**src/rtl/mac_sched.sv**
```systemverilog
// Round-robin arbiter that locks one shared 8x8 multiply-accumulate datapath to a single requester
// per dot-product job and returns the final accumulator value tagged with the owner's id.
module mac_sched #(
   parameter int unsigned NREQ      = 4,
   parameter int unsigned DP_LAT    = 1,
   parameter int unsigned MAX_BEATS = 16
) (
   input  logic                     clk,
   input  logic                     reset,
   input  logic [NREQ-1:0]          req_valid,
   input  logic [NREQ-1:0]          req_last,
   input  logic [8*NREQ-1:0]        req_a,
   input  logic [8*NREQ-1:0]        req_b,
   output logic [NREQ-1:0]          req_ready,
   output logic                     dp_clr,
   output logic                     dp_en,
   output logic [7:0]               dp_a,
   output logic [7:0]               dp_b,
   input  logic [16:0]              dp_result,
   output logic                     rsp_valid,
   input  logic                     rsp_ready,
   output logic [$clog2(NREQ)-1:0]  rsp_id,
   output logic [16:0]              rsp_data,
   output logic                     rsp_ovf,
   output logic                     rsp_trunc
);

   localparam int unsigned IDW = $clog2(NREQ);
   localparam int unsigned CW  = 8;
   localparam int unsigned LW  = (DP_LAT > 1) ? $clog2(DP_LAT) : 1;
   localparam int unsigned DW  = 17;

   typedef enum logic [2:0] {
      S_IDLE,
      S_CLR,
      S_RUN,
      S_DRAIN,
      S_RESP
   } state_t;

   state_t          state_q, state_d;
   logic [IDW-1:0]  gid_q, gid_d;
   logic [IDW-1:0]  rr_q, rr_d;
   logic [CW-1:0]   cnt_q, cnt_d;
   logic [LW-1:0]   lat_q, lat_d;
   logic            ovf_q, ovf_d;
   logic            trunc_q, trunc_d;
   logic            rsp_valid_d;
   logic [IDW-1:0]  rsp_id_d;
   logic [DW-1:0]   rsp_data_d;
   logic            rsp_ovf_d;
   logic            rsp_trunc_d;
   logic            found;
   logic [IDW-1:0]  cand;

   // State and job-context registers
   always_ff @(posedge clk or negedge reset) begin
      if (!reset) begin
         state_q   <= S_IDLE;
         gid_q     <= '0;
         rr_q      <= '0;
         cnt_q     <= '0;
         lat_q     <= '0;
         ovf_q     <= 1'b0;
         trunc_q   <= 1'b0;
         rsp_valid <= 1'b0;
         rsp_id    <= '0;
         rsp_data  <= '0;
         rsp_ovf   <= 1'b0;
         rsp_trunc <= 1'b0;
      end else begin
         state_q   <= state_d;
         gid_q     <= gid_d;
         rr_q      <= rr_d;
         cnt_q     <= cnt_d;
         lat_q     <= lat_d;
         ovf_q     <= ovf_d;
         trunc_q   <= trunc_d;
         rsp_valid <= rsp_valid_d;
         rsp_id    <= rsp_id_d;
         rsp_data  <= rsp_data_d;
         rsp_ovf   <= rsp_ovf_d;
         rsp_trunc <= rsp_trunc_d;
      end
   end

   // Next-state, grant and datapath steering
   always_comb begin
      state_d     = state_q;
      gid_d       = gid_q;
      rr_d        = rr_q;
      cnt_d       = cnt_q;
      lat_d       = lat_q;
      ovf_d       = ovf_q;
      trunc_d     = trunc_q;
      rsp_valid_d = rsp_valid;
      rsp_id_d    = rsp_id;
      rsp_data_d  = rsp_data;
      rsp_ovf_d   = rsp_ovf;
      rsp_trunc_d = rsp_trunc;
      req_ready   = '0;
      dp_clr      = 1'b0;
      dp_en       = 1'b0;
      dp_a        = '0;
      dp_b        = '0;
      found       = 1'b0;
      cand        = '0;

      case (state_q)
         S_IDLE: begin
            // first valid requester at or after the round-robin pointer
            for (int k = 0; k < int'(NREQ); k++) begin
               cand = IDW'((int'(rr_q) + k) % int'(NREQ));
               if (!found && req_valid[cand]) begin
                  found = 1'b1;
                  gid_d = cand;
               end
            end
            if (found) state_d = S_CLR;
         end
         S_CLR: begin
            dp_clr  = 1'b1;
            cnt_d   = '0;
            ovf_d   = 1'b0;
            trunc_d = 1'b0;
            state_d = S_RUN;
         end
         S_RUN: begin
            req_ready[gid_q] = 1'b1;
            ovf_d            = ovf_q | dp_result[16];
            if (req_valid[gid_q]) begin
               dp_en = 1'b1;
               dp_a  = req_a[{gid_q, 3'b000} +: 8];
               dp_b  = req_b[{gid_q, 3'b000} +: 8];
               cnt_d = cnt_q + CW'(1);
               if (req_last[gid_q] || (cnt_q == CW'(MAX_BEATS - 1))) begin
                  trunc_d = ~req_last[gid_q];
                  lat_d   = '0;
                  state_d = S_DRAIN;
               end
            end
         end
         S_DRAIN: begin
            ovf_d = ovf_q | dp_result[16];
            if (lat_q == LW'(DP_LAT - 1)) begin
               rsp_valid_d = 1'b1;
               rsp_id_d    = gid_q;
               rsp_data_d  = dp_result;
               rsp_ovf_d   = ovf_q | dp_result[16];
               rsp_trunc_d = trunc_q;
               state_d     = S_RESP;
            end else begin
               lat_d = lat_q + LW'(1);
            end
         end
         S_RESP: begin
            if (rsp_ready) begin
               rsp_valid_d = 1'b0;
               rr_d        = (gid_q == IDW'(NREQ - 1)) ? '0 : gid_q + IDW'(1);
               state_d     = S_IDLE;
            end
         end
         default: state_d = S_IDLE;
      endcase
   end

endmodule

```
**config.mk**
```make
export PLATFORM = sky130hd
export DESIGN_NAME = mac_sched
export DESIGN_NICKNAME = d
export VERILOG_FILES = /design/src/rtl/mac_sched.sv
export SDC_FILE = /design/constraint.sdc
export NUM_CORES = 1
export LEC_CHECK = 0
export BUFFER_PORTS_ARGS = -buffer_cell sky130_fd_sc_hd__buf_4
export CAP_MARGIN = 30
export CORE_UTILIZATION = 41
export CTS_BUF_LIST = sky130_fd_sc_hd__clkbuf_8
export DETAILED_ROUTE_END_ITERATION = 8
export PLACE_DENSITY = 0.82
export SLEW_MARGIN = 20
export SYNTH_ARGS = -nofsm -noshare
export SYNTH_HDL_FRONTEND = slang
export SYNTH_SLANG_ARGS = --single-unit
```
**constraint.sdc**
```tcl
create_clock -name clk -period 1.9 [get_ports clk]
set_clock_uncertainty 0.15 [all_clocks]
set_input_delay 0.285 -clock clk [delete_from_list [all_inputs] [get_ports clk]]
set_output_delay 0.285 -clock clk [all_outputs]
set_load 0.05 [all_outputs]
```
Word level (Yosys, flattened, before mapping)
Cells that the tools add are included.
{"block": "totals", "reg_bits": 40, "latchBits": 0, "mem_bits_rw": 0, "romBits": 0, "word_cells": 117, "memories": 0}
{"block": "classes", "add_sub_neg": 6, "n_mul": 0, "n_div": 0, "order_cmp": 6, "eq_ne": 11, "n_shift": 2, "muxes": 54, "bitwise": 3, "n_reduce_logical": 23}
{"op": "32-bit by 6-bit variable part select with 8-bit output", "count": 2}
{"op": "8-bit two-way mux", "count": 5}
{"op": "1-bit two-way mux", "count": 25}
{"op": "8-bit case mux with 2 select lines", "count": 1}
{"op": "2-bit by 3-bit < comparator with 1-bit output (second input constant)", "count": 5}
{"op": "3-bit two-way mux", "count": 5}
{"op": "3-bit case mux with 5 select lines", "count": 1}
{"op": "1-bit binary-select mux with 2-bit select", "count": 6}
{"op": "2-bit two-way mux", "count": 5}
{"op": "2-bit inequality test (second input constant)", "count": 5}
{"op": "3-bit AND reduction", "count": 3}
{"op": "8-bit by 1-bit adder with 8-bit output (second input constant)", "count": 1}
{"op": "8-bit by 4-bit equality test with 1-bit output (second input constant)", "count": 1}
{"op": "1-bit case mux with 2 select lines", "count": 4}
{"op": "2-bit AND reduction", "count": 4}
{"op": "2-bit nonzero test", "count": 4}
{"op": "3-bit by 2-bit equality test with 1-bit output (second input constant)", "count": 2}
{"op": "5-bit AND reduction", "count": 1}
{"op": "2-bit by 1-bit adder with 2-bit output (second input constant)", "count": 2}
{"op": "2-bit adder (second input constant)", "count": 2}
{"op": "1-bit logical AND", "count": 4}
{"op": "4-bit two-way mux", "count": 1}
{"op": "4-bit nonzero test", "count": 1}
{"op": "3-bit by 1-bit equality test with 1-bit output (second input constant)", "count": 1}
{"op": "other kinds (11)", "count": 14}

Longest topological paths before layout
Gate-level depths: netlist of run 1.
{"block": "logic_depth", "depth_word": 18, "depth_mapped": 6, "mapped_depth_nobuf": 5}

Least setup slack after synthesis of run 1
Ideal clock, no wire load.
{"block": "synth_timing", "path_kind": "register -> output", "start": "register gid_q[0]", "end": "output dp_a[6]", "arrival_ns": 1.580, "setup_slack_ns": -0.115, "path_stages_with_launch": 4, "path_buffers": 1, "path_cell_list": "dfrtp_1 -> buf_2 -> mux4_2 -> and3_1"}
{"block": "synth_via", "elab_chain_cells": 4}
{"item": "start, declared", "line": "42", "source": "logic [IDW-1:0] gid_q, gid_d;"}
{"item": "start signal, assigned", "line": "73", "source": "gid_q <= gid_d;"}
{"item": "parallel branches: the longest is 2 deep, another holds 32-bit by 6-bit variable part select with 8-bit output"}
{"item": "8-bit two-way mux *", "line": "131", "source": "if (req_valid[gid_q]) begin"}
{"item": "8-bit two-way mux *", "line": "109", "source": "case (state_q)"}
{"item": "end, declared", "line": "17", "source": "output logic [7:0] dp_a,"}
Every way passes the cells marked *. The select of a mux whose other input is x is not followed.

Final worst setup path of run 1
{"block": "layout_timing", "start": "register gid_q[0]", "end": "output dp_a[2]"}
The elaborated chain is that of the path after synthesis.

==> reports/metrics.cfg, run 1 <==
[worst_setup_path]
crit_buf_inv=2
slowest_stage=mux4_2
end_kind=output pin
max_stage_delay_ns=0.53
ff2ff_setup_slack_ns=-0.16
worstReg2RegEnd=cnt_q[6]
startpoint_type=flip-flop
timing.rr.start=gid_q[0]
cp.arrival_ns=1.88
critPathMaxFanout=6
crit_family=multiplexers
crit_required_ns=1.46
critical_path_class=flip-flop to output pin
reg2reg_depth=5
cp_cell_sequence=buf_6 -> mux4_2 -> and3_2 -> buf_4

[layout]
diodes=0
fin_util_pct=75.06
num-nets-final=451
num-fill-cells=336
drive_gt1_share_pct=66.76
syn_to_final_growth_pct=72.83
fin_area_um2=3931

[timing]
fin_ws_ns=-0.4121
fin_crit_sh_pct=121.7
fmax_ghz=0.4325
worst_pin_slew_ns=0.4822
setup_viol=29
min_period_ns=2.312
hold_viol_final=0
slew_headroom_pct=67.86
rsz0062_at_grt=true
slew_viol_final=0

[power]
peakVddDrop_v=0.0008251
p_per_area_nw_per_um2=1576
power.total_mw=6.195
p_leak_nw=1.914

[grt]
top_usage_layer=met2
antenna_found_initial=0
first_global_vias=2320
overflow=0
grt_use_total_pct=24.67
grtUsageMet1_pct=30.47
grt_max_degree=40
grt_pass1_wl_um=11370
use_met2_pct=44.59
grtUsageMet3_pct=4.192

[synthesis]
yosysSeqAreaShare_pct=42.90
syn-cell-area_um2=2275
async_flop_share_pct=100.0
ys.warnings.count=0
syn_area_per_cell_um2=11.91
synth_top_cell_area_share_pct=42.90
synth_cell_type_count=35
synth_commonest_cells=dfrtp_1, mux4_2, and3_1
syn_nets=288
synthFlopType=dfrtp_1
yosysMostFrequentCell=dfrtp_1
netlist_top_cells_area=dfrtp_1, mux4_2, mux2_1, and3_1, mux2_2
synth_seq_cells=39
yosys.area.top_type=dfrtp_1
synth_edf_count=0
syn_inst=191

[run_status]
status=complete, but fails checks
violations=negative setup slack

[drt]
dr.pass1.iters=4
ant_nets=0
drtIter0Drc=77
drt-total-wl_um=7789
drc_errors=0
vias_per_cell=5.369
num_vias=2282
wl_per_cell_um=18.33

[min_path]
hold_end=state_q[2]
whs_path_depth=2
hold_start=rsp_ready
hold_path.class=input port to flip-flop

[floorplanning]
core_area_um2=5238
die_area_um2=5850
die_h_um=76.49
rows=26
die_x_um=76.49
start_util_pct=43.43
ioPinCount=136

[clock_tree]
htreeDepth=2
cts_tree=done
clk_pin_slew_ns=0.08
clock_path_buffers=2
cts-root-buf=clkbuf_8
cts_num_sinks=39
cts_made_buffers=5
insertion_delay_ns=0.29

[flow_run]
maxCapViolations=0

[placed_design]
io_buffers=135
placed_cell_area_um2=3471
preCtsSetupSlack_ns=-0.1074
dpl.hpwl_um=5016
globalplace.congestion=0.8249

## cell type report
type / count / area [um^2] / area share, %
repair buffers: 165 / 1391 / 35.39
multi-input cells: 137 / 1363 / 34.66
flip-flops and latches: 39 / 979.7 / 24.92
well taps: 70 / 87.58 / 2.228
clock buffers: 5 / 68.82 / 1.750
inverters: 6 / 25.02 / 0.6365
clock inverters: 3 / 16.27 / 0.4137
## kinds of logic after synthesis
kind of cell	after synthesis	share of synthesized area, %
xor+xnor	2	0.7702
compound gates	24	6.491
mux	39	28.11
simple gates	66	16.01
fa+ha+maj	5	2.750
buf+inv	16	2.970
flops	39	42.90
## worst max-delay path by stage
stage / slack, ns / endpoint / cells past startpoint / start
6_report: -0.41 / dp_a[2] / 4 / gid_q[0]
5_1_grt: -0.47 / dp_a[2] / 4 / gid_q[0]
4_1_cts: -0.36 / dp_b[0] / 3 / gid_q[0]
3_5_place_dp: -0.11 / dp_b[5] / 4 / gid_q[0]
3_3_place_gp: -0.07 / dp_b[5] / 4 / gid_q[0]
2_1_floorplan: -0.03 / dp_a[0] / 3 / gid_q[0]
## placed cells by master (no fill, tap or decap), drive strengths merged, types with 2 or more instances in the layout
cell type	netlist	routed
dfrtp	39	39
or4	3	3
and2	4	4
mux2	19	19
o31ai	3	3
and3	17	17
a21oi	5	5
nor2	8	8
o211ai	2	2
o21ai	9	9
nand4	3	3
mux2i	2	2
clkbuf	6	5
buf	4	164
inv	6	7
xor2	2	2
nor2b	3	3
mux4	18	19
ha	5	5
nand2	17	17
nand3	5	5
nand2b	3	3
## per-stage QoR
step           cells  setup TNS, ns  hold slack, ns
6_report         425         -6.879         0.05582
5_1_grt          425         -8.841         0.04940
4_1_cts          418         -6.454         0.03572
3_5_place_dp     402         -1.598          0.1271
3_3_place_gp     402        -0.9035          0.1300
2_1_floorplan    191        -0.3445         -0.1606
## registers in the layout, summed over array words and instances, names as in the netlist
signal	cells
rr_q	2
ovf_q	1
rsp_id	2
rsp_ovf	1
gid_q	2
trunc_q	1
state_q	3
rsp_trunc	1
rsp_data	17
rsp_valid	1
cnt_q	8
## worst register-to-register path, cell delays in order (launching register included)
cell and delay (ns):
dfrtp_2 0.48, mux4_2 0.52, nand2_4 0.10, buf_6 0.13, or4_4 0.48, a21oi_2 0.13
## power by group
group          leakage (nW)  switching, mW  internal (mW)
clock                0.0453          0.286          0.251
combinational          1.39           2.39           1.84
sequential            0.476          0.266           1.16
total                  1.91           2.94           3.26
## repair_timing
item                                    4_1_cts  5_1_grt
gates cloned                                  1        2
gates resized for setup                      49       27
hold buffers                                  1        0
endpoints found under the setup margin       25       32
pin swaps                                     7        8
setup buffers                                 6        6
endpoints found under the hold margin        39        0
## metal layers
layer | share of wire, % | wire [um] | vias to the layer above
li1 | - | - | 1042
met4 | 3.4 | 267 | 0
met1 | 37 | 2880 | 1128
met5 | 0 | 0 | -
met3 | 4.1 | 322 | 18
met2 | 55 | 4317 | 94
Note: power is estimated with default switching activity, not from simulation.
==> run 2: changes to the inputs <==
PLACE_DENSITY = 0.77   (was 0.82)
RECOVER_POWER = 100   (was default)
==> run 2 against run 1 <==
Compared with the run above:
- largest power group unchanged
- the flow still finishes with violations (negative setup slack)
- sequential cell count did not move
- sequential share of layout area fell by 0.81 points
- die area stayed put
- wire length up 3.5%
- clock-buffer cell count rose by 1
- critical path type unchanged
==> reports/metrics.cfg, run 2 (synthesis results as in run 1) <==
[worst_setup_path]
crit_buf_inv=2
endpoint=dp_b[5]
cp_common_cell=buf_6
cp.depth=4
ff2ff_setup_slack_ns=-0.21
critPathMaxFanout=5
worstReg2RegEnd=cnt_q[6]
reg2reg_depth=6
startpoint=gid_q[0]
startpoint_type=flip-flop
end_kind=output pin
timing.rr.start=gid_q[0]
crit_required_ns=1.46
max_stage_delay_ns=0.60
cp_cell_sequence=buf_6 -> mux4_2 -> and3_4 -> buf_6
crit_family=multiplexers
slowest_stage=mux4_2
critical_path_class=flip-flop to output pin
cp.arrival_ns=1.84

[clock_tree]
htreeDepth=2
cts_num_sinks=39
clock_path_buffers=2
insertion_delay_ns=0.29
cts_tree=done
clk_pin_slew_ns=0.07
cts-root-buf=clkbuf_8
cts_made_buffers=5

[timing]
worst_pin_slew_ns=0.9485
fin_ws_ns=-0.3770
fin_crit_sh_pct=119.8
min_period_ns=2.277
hold_viol_final=0
fin_setup_tns_ns=-6.700
slew_viol_final=0
rsz0062_at_grt=true
slew_headroom_pct=36.77
setup_viol=24
fmax_ghz=0.4392
holdWs_ns=0.03927

[run_status]
status=complete, but fails checks
violations=negative setup slack

[layout]
final_cell_mix=buf_4, dfrtp_1, buf_6, clkbuf_1, mux4_2
seq_area_um2=978.4
top_register=rsp_data
multi_input_area_um2=1465
mostFrequentLayoutCell=buf_4
fin_util_pct=77.47
drive_gt1_share_pct=61.00
num-fill-cells=342
largest_reg_flops=17
largestRegisters=rsp_data (17), cnt_q (8), state_q (3)
num-nets-final=455
diodes=0
syn_to_final_growth_pct=78.38

[grt]
first_global_vias=2451
grt_pass1_wl_um=12340
grtUsageMet1_pct=33.75
grtUsageMet3_pct=5.509
grt_max_degree=40
grt_use_total_pct=27.14
top_usage_layer=met2
use_met2_pct=47.48
antenna_found_initial=0
overflow=0

[power]
p_clk_share_pct=10.9
internal_power_mw=3.414
power.total_mw=6.483
swShare_pct=47.34
pwr-share-comb_pct=67.2
p_per_area_nw_per_um2=1598
peakVddDrop_v=0.0009484
seqPwrFrac_pct=21.9
p_switching_mw=3.069
p_leak_nw=1.871

[placed_design]
io_buffers=135
globalplace.congestion=0.8387
preCtsSetupSlack_ns=-0.1010
dpl.hpwl_um=4781

[drt]
dr.pass1.iters=5
drt-total-wl_um=8059
wl_per_cell_um=18.79
vias_per_cell=5.564
num_vias=2387
drtIter0Drc=110
ant_nets=0
drc_errors=0

[floorplanning]
rows=26
core_area_um2=5238
die_area_um2=5850
start_util_pct=43.43
die_h_um=76.49
die_x_um=76.49
ioPinCount=136

[min_path]
hold_path.class=input port to flip-flop
whs_path_depth=2

[flow_run]
maxCapViolations=0

## run 2: worst min path at each step
stage                    from         end
floorplan               reset    cnt_q[0]
global placement        reset   rsp_id[0]
detailed placement      reset   rsp_id[0]
CTS                 rsp_ready  state_q[2]
global route        rsp_ready  state_q[2]
finish              rsp_ready  state_q[2]
## run 2: timing repair
item                                    in CTS  in global routing
hold buffers                                 1                  0
gates resized for setup                     75                 30
gates cloned                                 5                  0
endpoints found under the setup margin      24                 30
pin swaps                                    9                 16
endpoints found under the hold margin       39                  0
setup buffers                                8                  2
## run 2: layer usage
metal | vias to the layer above | share of wire [%]
li1 | 1063 | -
met1 | 1189 | 36
met2 | 113 | 55
met3 | 22 | 6.0
met4 | 0 | 2.7
met5 | - | 0
## run 2: metrics by stage
step           instance area [um^2]  cells
6_report                       4058    429
5_1_grt                        4058    429
4_1_cts                        4038    427
3_5_place_dp                   3493    405
3_3_place_gp                   3493    405
2_1_floorplan                  2301    191
## run 2: final cells by class
cell class | count | area share [%]
inverters | 6 | 0.7401
multi-input cells | 139 | 36.11
flip-flops and latches | 39 | 24.11
clock inverters | 2 | 0.8634
clock buffers | 6 | 2.035
well taps | 70 | 2.158
repair buffers | 167 | 33.98
## run 2: power by group through the flow
stage	clock (mW)	sequential (mW)	combinational (mW)
5_1_grt	0.760	1.47	4.59
6_report	0.709	1.42	4.35
3_3_place_gp	0	1.37	3.58
3_5_place_dp	0	1.39	3.61
2_1_floorplan	0	2.15	1.73
4_1_cts	0.721	1.41	4.31
==> run 3: changes to the inputs <==
--- a/config.mk
+++ b/config.mk
@@ -13,5 +13,4 @@
 export PLACE_DENSITY = 0.77
 export RECOVER_POWER = 100
-export SLEW_MARGIN = 20
 export SYNTH_ARGS = -nofsm -noshare
 export SYNTH_HDL_FRONTEND = slang
--- a/constraint.sdc
+++ b/constraint.sdc
@@ -3,3 +3,3 @@
 set_input_delay 0.285 -clock clk [delete_from_list [all_inputs] [get_ports clk]]
 set_output_delay 0.285 -clock clk [all_outputs]
-set_load 0.05 [all_outputs]
+set_load 0.02 [all_outputs]
==> run 3 against run 2 <==
Compared with the run above:
- critical endpoint is now dp_b[3]
- largest power group unchanged
- worst hold slack got worse by 0.012 ns
- global-route usage fell by 3.6 points
- the run still ends with negative setup slack left
- highest routed layer unchanged
- worst setup slack improved by 0.038 ns
- largest cell class unchanged
- cell count fell by 2.3%
==> reports/metrics.cfg, run 3 (synthesis results as in run 1) <==
[grt]
antenna_found_initial=0
grt_max_degree=40
first_global_vias=2296
overflow=0
grt_use_total_pct=23.51
grt_pass1_wl_um=10660

[placed_design]
globalplace.congestion=0.8850
dpl.hpwl_um=4887
io_buffers=135
placed_cell_area_um2=3458

[layout]
drive_gt1_share_pct=59.60
fin_area_um2=3839
num-nets-final=445
diodes=0
mostFrequentLayoutCell=buf_4
largestRegisters=rsp_data (17), cnt_q (8), state_q (3)
largest_reg_flops=17
num-fill-cells=366
syn_to_final_growth_pct=68.76
final_cell_mix=buf_4, dfrtp_1, buf_6
top_register=rsp_data

[worst_setup_path]
critical_path_class=flip-flop to output pin
cp.arrival_ns=1.80
ff2ff_setup_slack_ns=-0.14
worstReg2RegEnd=cnt_q[6]
critPathMaxFanout=7
reg2reg_depth=6
startpoint_type=flip-flop
end_kind=output pin
timing.rr.start=gid_q[0]
crit_required_ns=1.46

[timing]
min_period_ns=2.239
slew_viol_final=0
fin_ws_ns=-0.3387
fmax_ghz=0.4467
slew_headroom_pct=37.76
setup_viol=32
holdWs_ns=0.02733
worst_pin_slew_ns=0.9337
rsz0062_at_grt=true
hold_viol_final=0
fin_crit_sh_pct=117.8

[clock_tree]
cts_num_sinks=39
clk_pin_slew_ns=0.08
insertion_delay_ns=0.29
htreeDepth=2
cts-root-buf=clkbuf_8
cts_tree=done
clock_path_buffers=2
cts_made_buffers=5

[floorplanning]
core_area_um2=5238
die_h_um=76.49
start_util_pct=43.43
die_area_um2=5850
ioPinCount=136
rows=26
die_x_um=76.49

[min_path]
hold_end=state_q[2]
hold_start=rsp_ready
hold_path.class=input port to flip-flop
whs_path_depth=2

[power]
p_leak_nw=1.806
p_per_area_nw_per_um2=1368
peakVddDrop_v=0.0006725

[drt]
num_vias=2219
drc_errors=0
ant_nets=0
drt-total-wl_um=7096
wl_per_cell_um=16.94
vias_per_cell=5.296
dr.pass1.iters=4
drtIter0Drc=83

[run_status]
status=complete, but fails checks
violations=negative setup slack

[flow_run]
maxCapViolations=0

## run 3: cell types whose count changed in the layout (fill, tap and decap cells not counted), sizes merged
cell and change:
buf -6, mux4 -3, clkbuf -2, clkinv +1
## run 3: timing repair
action,CTS,global route
hold buffers,1,0
pin swaps,5,6
resized for setup,40,30
hold endpoints to repair,39,0
endpoints found under the setup margin,24,30
buffers inserted,7,4
gates cloned,1,1
## run 3: worst max-delay path: stages, from the launching register on
cell,delay (ns)
dfrtp_2,0.45
mux4_2,0.60
buf_6,0.18
and3_4,0.17
buf_6,0.13
## run 3: cell type report
type                    count  area [um^2]  area share [%]
multi-input cells         136         1365           35.56
repair buffers            160         1271           33.12
flip-flops and latches     39        977.2           25.46
well taps                  70        87.58           2.282
clock buffers               5        68.82           1.793
clock inverters             3        43.79           1.141
inverters                   6        25.02          0.6519
## run 3: per-stage QoR
step	power, mW	TNS (ns)	util [%]	setup WS (ns)	instances
6_report	5.250	-6.011	73.29	-0.3387	419
3_5_place_dp	4.214	-1.003	66.03	-0.06708	398
2_1_floorplan	3.068	0	-	0.02570	191
3_3_place_gp	4.139	-0.4691	66.03	-0.02933	398
5_1_grt	5.580	-9.416	73.29	-0.3865	419
4_1_cts	5.277	-5.607	72.48	-0.3389	415
## run 3: worst max path at each step
| stage | startpoint | endpoint | slack (ns) | depth (start not counted) |
|---|---|---|---|---|
| floorplan | gid_q[0] | dp_a[0] | 0.03 | 3 |
| global placement | gid_q[0] | dp_b[0] | -0.03 | 3 |
| detailed placement | gid_q[0] | dp_a[0] | -0.07 | 3 |
| CTS | gid_q[0] | dp_b[5] | -0.34 | 4 |
| global route | gid_q[0] | dp_b[3] | -0.39 | 4 |
| finish | gid_q[0] | dp_b[3] | -0.34 | 4 |
## run 3: routing by layer
layer / routed length, um / global-route usage, % / vias up
met5: 0 / 0 / -
met4: 206 / 10.38 / 0
met3: 545 / 6.467 / 19
met2: 3796 / 41.89 / 115
met1: 2547 / 26.03 / 1054
li1: - / - / 1031
## run 3: power by group
part	internal (mW)	switching (mW)
Sequential	1.16	0.225
Combinational	1.60	1.58
Clock	0.391	0.298
